## config.mk

```make
export PLATFORM = sky130hd
export DESIGN_NAME = ahb_rr_arbiter
export DESIGN_NICKNAME = d
export VERILOG_FILES = /design/src/rtl/ahb_rr_arbiter.sv
export SDC_FILE = /design/constraint.sdc
export NUM_CORES = 1
export LEC_CHECK = 0
export ABC_AREA = 1
export CAP_MARGIN = 10
export CORE_ASPECT_RATIO = 2
export CORE_MARGIN = 1.5
export CORE_UTILIZATION = 56
export DETAILED_ROUTE_END_ITERATION = 16
export GPL_TIMING_DRIVEN = 0
export HOLD_SLACK_MARGIN = 0.1
export PLACE_DENSITY = 0.9
export SLEW_MARGIN = 0
export SYNTH_ARGS = -nofsm -noshare
export SYNTH_HDL_FRONTEND = slang
export SYNTH_SLANG_ARGS = --single-unit
```

## constraint.sdc

```tcl
create_clock -name clk -period 5.1 [get_ports clk]
set_input_delay 0.51 -clock clk [delete_from_list [all_inputs] [get_ports clk]]
set_output_delay 0.51 -clock clk [all_outputs]
set_load 0.1 [all_outputs]
```

## src/rtl/ahb_rr_arbiter.sv

```systemverilog
// Round-robin, burst-aware AHB bus arbiter with HLOCK support and bounded INCR tenure.
// Latency: grant moves on the accept edge that ends a tenure; ownership follows one accept edge later.
// Backpressure: hready low freezes every register; updates happen only on accept edges.
module ahb_rr_arbiter #(
  parameter int M_NUM          = 4,
  parameter int DEFAULT_MASTER = 0,
  parameter int MAX_HOLD       = 16
) (
  input  logic             clk,
  input  logic             rstn,
  input  logic [M_NUM-1:0] hbusreq,
  input  logic [M_NUM-1:0] hlock,
  input  logic [1:0]       htrans,
  input  logic [2:0]       hburst,
  input  logic             hready,
  input  logic             hresp,
  output logic [M_NUM-1:0] hgrant,
  output logic [3:0]       hmaster,
  output logic [3:0]       hmaster_d,
  output logic             hmastlock
);

  localparam int HCW = $clog2(MAX_HOLD + 1);

  localparam logic [1:0] TR_IDLE   = 2'b00;
  localparam logic [1:0] TR_BUSY   = 2'b01;
  localparam logic [1:0] TR_NONSEQ = 2'b10;
  localparam logic [1:0] TR_SEQ    = 2'b11;

  localparam logic [2:0] HB_SINGLE = 3'd0;
  localparam logic [2:0] HB_INCR   = 3'd1;

  localparam logic [M_NUM-1:0] GNT_RST  = M_NUM'(1) << DEFAULT_MASTER;
  localparam logic [3:0]       MST_RST  = 4'(DEFAULT_MASTER);
  localparam logic [HCW-1:0]   HOLD_MAX = HCW'(MAX_HOLD);

  // Registered state
  logic [M_NUM-1:0] gnt_q, gnt_d;
  logic [3:0]       own_q, own_d;          // address-phase owner
  logic [3:0]       dph_own_q, dph_own_d;  // data-phase owner
  logic             mlock_q, mlock_d;
  logic [3:0]       rem_q, rem_d;          // beats left in a fixed burst, minus one
  logic [HCW-1:0]   hcnt_q, hcnt_d;        // beats accepted in the current tenure

  // Request/lock/grant widened to 16 so a 4-bit index always selects cleanly
  logic [15:0] req_ext;
  logic [15:0] lock_ext;
  logic [15:0] gnt_ext;

  assign req_ext  = 16'(hbusreq);
  assign lock_ext = 16'(hlock);
  assign gnt_ext  = 16'(gnt_q);

  // Burst length minus one; INCR is open-ended and never tracked by rem
  function automatic logic [3:0] len_m1(input logic [2:0] b);
    case (b)
      3'd2, 3'd3: len_m1 = 4'd3;
      3'd4, 3'd5: len_m1 = 4'd7;
      3'd6, 3'd7: len_m1 = 4'd15;
      default:    len_m1 = 4'd0;
    endcase
  endfunction

  // Encode the current one-hot grant into an index (target of the next handover)
  logic [3:0] gnt_idx;
  always_comb begin
    gnt_idx = 4'd0;
    for (int i = 0; i < 16; i++) begin
      if (gnt_ext[i[3:0]]) gnt_idx = i[3:0];
    end
  end

  // Beat and tenure counters follow the owner's HTRANS on accept edges
  always_comb begin
    rem_d  = rem_q;
    hcnt_d = hcnt_q;
    if (hready) begin
      case (htrans)
        TR_NONSEQ: begin
          rem_d  = len_m1(hburst);
          hcnt_d = HCW'(1);
        end
        TR_SEQ: begin
          rem_d  = (rem_q != 4'd0) ? rem_q - 4'd1 : 4'd0;
          hcnt_d = (hcnt_q < HOLD_MAX) ? hcnt_q + HCW'(1) : HOLD_MAX;
        end
        TR_IDLE: begin
          rem_d  = 4'd0;
          hcnt_d = '0;
        end
        TR_BUSY: begin
          rem_d  = rem_q;
          hcnt_d = hcnt_q;
        end
        default: begin
          rem_d  = rem_q;
          hcnt_d = hcnt_q;
        end
      endcase
    end
  end

  // Tenure end: idle, error, last beat of a burst, or an INCR owner that let go or hit its cap
  logic own_req, locked, fixed_burst, rel;
  assign own_req     = req_ext[own_q];
  assign locked      = lock_ext[own_q] & own_req;
  assign fixed_burst = (hburst != HB_SINGLE) && (hburst != HB_INCR);
  assign rel = !locked && (
                 (htrans == TR_IDLE) ||
                 hresp ||
                 ((htrans == TR_NONSEQ) && (hburst == HB_SINGLE)) ||
                 ((htrans == TR_SEQ) && fixed_burst && (rem_q == 4'd1)) ||
                 ((hburst == HB_INCR) && !own_req) ||
                 ((hburst == HB_INCR) && (htrans == TR_SEQ) && (hcnt_d == HOLD_MAX)));

  // Circular search starting just after the owner, so the owner ranks last
  logic [4:0] cand;
  logic [3:0] pick;
  logic       found;
  always_comb begin
    cand  = 5'd0;
    pick  = MST_RST;
    found = 1'b0;
    for (int i = 1; i <= M_NUM; i++) begin
      cand = {1'b0, own_q} + 5'(i);
      if (cand >= 5'(M_NUM)) cand = cand - 5'(M_NUM);
      if (!found && req_ext[cand[3:0]]) begin
        found = 1'b1;
        pick  = cand[3:0];
      end
    end
  end

  logic [M_NUM-1:0] sel_onehot;
  assign sel_onehot = M_NUM'(1) << pick;

  // Grant, ownership handover, data-phase owner and lock indication
  always_comb begin
    gnt_d     = gnt_q;
    own_d     = own_q;
    dph_own_d = dph_own_q;
    mlock_d   = mlock_q;
    if (hready) begin
      own_d     = gnt_idx;
      dph_own_d = own_q;
      mlock_d   = lock_ext[gnt_idx];
      if (rel) gnt_d = found ? sel_onehot : GNT_RST;
    end
  end

  // State registers; reset abandons any in-flight burst
  always_ff @(posedge clk or negedge rstn) begin
    if (!rstn) begin
      gnt_q     <= GNT_RST;
      own_q     <= MST_RST;
      dph_own_q <= MST_RST;
      mlock_q   <= 1'b0;
      rem_q     <= 4'd0;
      hcnt_q    <= '0;
    end else begin
      gnt_q     <= gnt_d;
      own_q     <= own_d;
      dph_own_q <= dph_own_d;
      mlock_q   <= mlock_d;
      rem_q     <= rem_d;
      hcnt_q    <= hcnt_d;
    end
  end

  assign hgrant    = gnt_q;
  assign hmaster   = own_q;
  assign hmaster_d = dph_own_q;
  assign hmastlock = mlock_q;

endmodule
```

==> results_dict.tcl <==
set metrics [dict create \
    syn_area_um2 1590 \
    area_growth_pct 20.9 \
    seqPwrFrac 0.203 \
    status "finished clean" \
    dp_hpwl_um 2790 \
    clkTransAtPathRegs_ns 0.07 \
    grt_pass1_wl_um 5470 \
    share_comb_of_total_power 0.704 \
    ctsResizeCount 0 \
    yosysSeqAreaShare 0.284 \
    rr_startpoint "hmaster[1]" \
    cts_setup_buffers 0 \
    synth_commonest_cells "nand2_1, inv_1, dfrtp_1, nor2_1" \
    skew_ns 0.00401 \
    ys_seq_elements 18 \
    cts_root_buf "clkbuf_8" \
    syn_inst 214 \
    final.min_clock_period_ns 2.54 \
    syn_avg_cell_area_um2 7.44 \
    drive_above_1_share 0.204 \
    synth.area.top_cells "dfrtp_1, nand2_1, ha_1" \
    clock_latency_ns 0.25 \
    synthFlopType "dfrtp_1" \
    cp-end-kind "output pin" \
    die_area_um2 3190 \
    finalWirelength_um 3410 \
    p_total_mw 1.09 \
    gr-total-overflow 0 \
    vias 1452 \
    yosysTopAreaCell "dfrtp_1" \
    cpPeakStageDelay_ns 1.21 \
    yosysWarnings 0 \
    finalSetupViolations 0 \
    clkPwrFrac 0.092 \
    final.setup.tns_ns 0 \
    cts_hold_buf 0 \
    core-area_um2 2740 \
    firstDrtPassIters 4 \
    yosys.cell_types.count 38 \
    worst_pin_slew_ns 0.972 \
    power.density_nw_per_um2 565 \
    setup.worst_path.start "hmaster[1]" \
    ios 30 \
    critPathTopFamily "buffers and inverters" \
    initial_utilization 0.582 \
    synth_top_area_frac 0.267 \
    layout.nets 273 \
    drtIter0Drc 24 \
    ir_worst_vdd_mv 0.264 \
    cp-start-kind "register" \
    hold_violations 0 \
    diodes 0 \
    drc 0 \
    synth-edff-count 0 \
    max_freq_mhz 394 \
    antenna_found_initial 0 \
    critPathMaxFanout 11 \
    dp.cells 270 \
    async_flop_share 1.00 \
    critPathArrivalTime_ns 2.03 \
    power.internal_mw 0.460 \
    maxCapViolCount 0 \
    die_h_um 78.4 \
    crit_chain "clkdlybuf4s50_1" \
    maxSlewViolCount 0 \
    swShare 0.577 \
    port_buffers 24 \
    cts_buffer_depth 2 \
    hold_class "register to register" \
    viasPerCell 5.30 \
    die_w_um 40.7 \
    clock_sinks 18 \
    hold_start "hgrant[0]" \
    leakage_nw 0.947 \
    fin_cells 274 \
    p_switching_mw 0.627 \
    grt_pass1_vias 1346 \
    holdWs_ns 0.468 \
    worstSetupPathType "register to output pin" \
    relSlewSlack 0.350 \
    fin_crit_sh 0.498 \
    fin_util 0.703 \
    cts_buffers 3 \
    crit_required_ns 4.59 \
    cts_tree "yes" \
    ant_nets 0 \
    wl_per_cell_um 12.4 \
    grt_usage 0.243 \
    slowest_stage "clkdlybuf4s50_1" \
    cp_num_buf_inv 1 \
    grt_max_degree 19 \
    gp_congestion 0.804 \
    synth.most_common_cell "nand2_1" \
    rows 27 \
    grt_setup_unrepaired "no" \
    htreeDepth 1 \
]
## area by class of cell
type                    instances  area [um2]
inverters                      27         114
clock buffers                   4        45.0
well taps                      29        36.3
flip-flops and latches         18         452
multi-input cells             165         981
repair buffers                 24         240
fillers                       224         812
plain buffers                   7        56.3
## cell families after synthesis
logic type      after synthesis  share of synthesized area
compound gates               28                      0.114
fa+ha+maj                    10                     0.0786
buf+inv                      34                      0.107
flops                        18                      0.284
other cells                   1                    0.00236
simple gates                123                      0.414
## state kept, by name, summed over array words and instances (netlist names)
register,count
hcnt_q,5
hgrant,4
rem_q,4
hmaster,2
hmaster_d,2
hmastlock,1
## metrics by stage
step / area, um2 / setup slack [ns]
floorplan: 1600 / 2.52
global placement: 1880 / 2.78
detailed placement: 1880 / 2.74
CTS: 1920 / 2.57
global route: 1920 / 2.52
finish: 1920 / 2.56
## power groups by stage
stage	logic [mW]	registers [mW]	clock network, mW
floorplan	0.410	0.418	0
global placement	0.753	0.221	0
detailed placement	0.767	0.223	0
CTS	0.769	0.221	0.102
global route	0.833	0.225	0.107
finish	0.766	0.221	0.100
## routing by layer
layer	wire length [um]	vias up	global-route usage
li1	-	749	-
met1	1250	675	0.223
met2	2060	26	0.473
met5	0	-	0
met3	69	2	0.0282
met4	32	0	0.0833
## cells in the final DEF, fill, tap and decap left out, types with 2 or more instances in the layout
cell type	n
dfrtp_1	17
nor2_1	17
buf_4	4
o22ai_1	2
nand2_2	11
nand3_2	8
nor3_1	2
a21oi_2	2
inv_1	23
nand3_1	11
nor2_2	5
buf_6	2
nand4_1	4
ha_1	10
a21oi_1	6
clkbuf_1	2
conb_1	4
nand2_1	55
clkbuf_8	3
nand2_4	2
inv_2	2
nor2_4	4
o21ai_0	8
clkdlybuf4s50_1	24
a22oi_1	2
## path summary, 6_finish.rpt
| path | depth (start not counted) | to | slack (ns) |
|---|---|---|---|
| min in group asynchronous | 1 | hcnt_q[1] | 0.73 |
| max in group asynchronous | 1 | hgrant[3] | 3.86 |
| setup / recovery | 1 | hmaster[1] | 2.56 |
| hold reg to reg | 2 | hgrant[0] | 0.47 |
| setup reg to reg | 12 | hgrant[2] | 2.91 |
| hold / removal | 2 | hgrant[0] | 0.47 |
No activity file was read; power rests on OpenSTA's default activity.
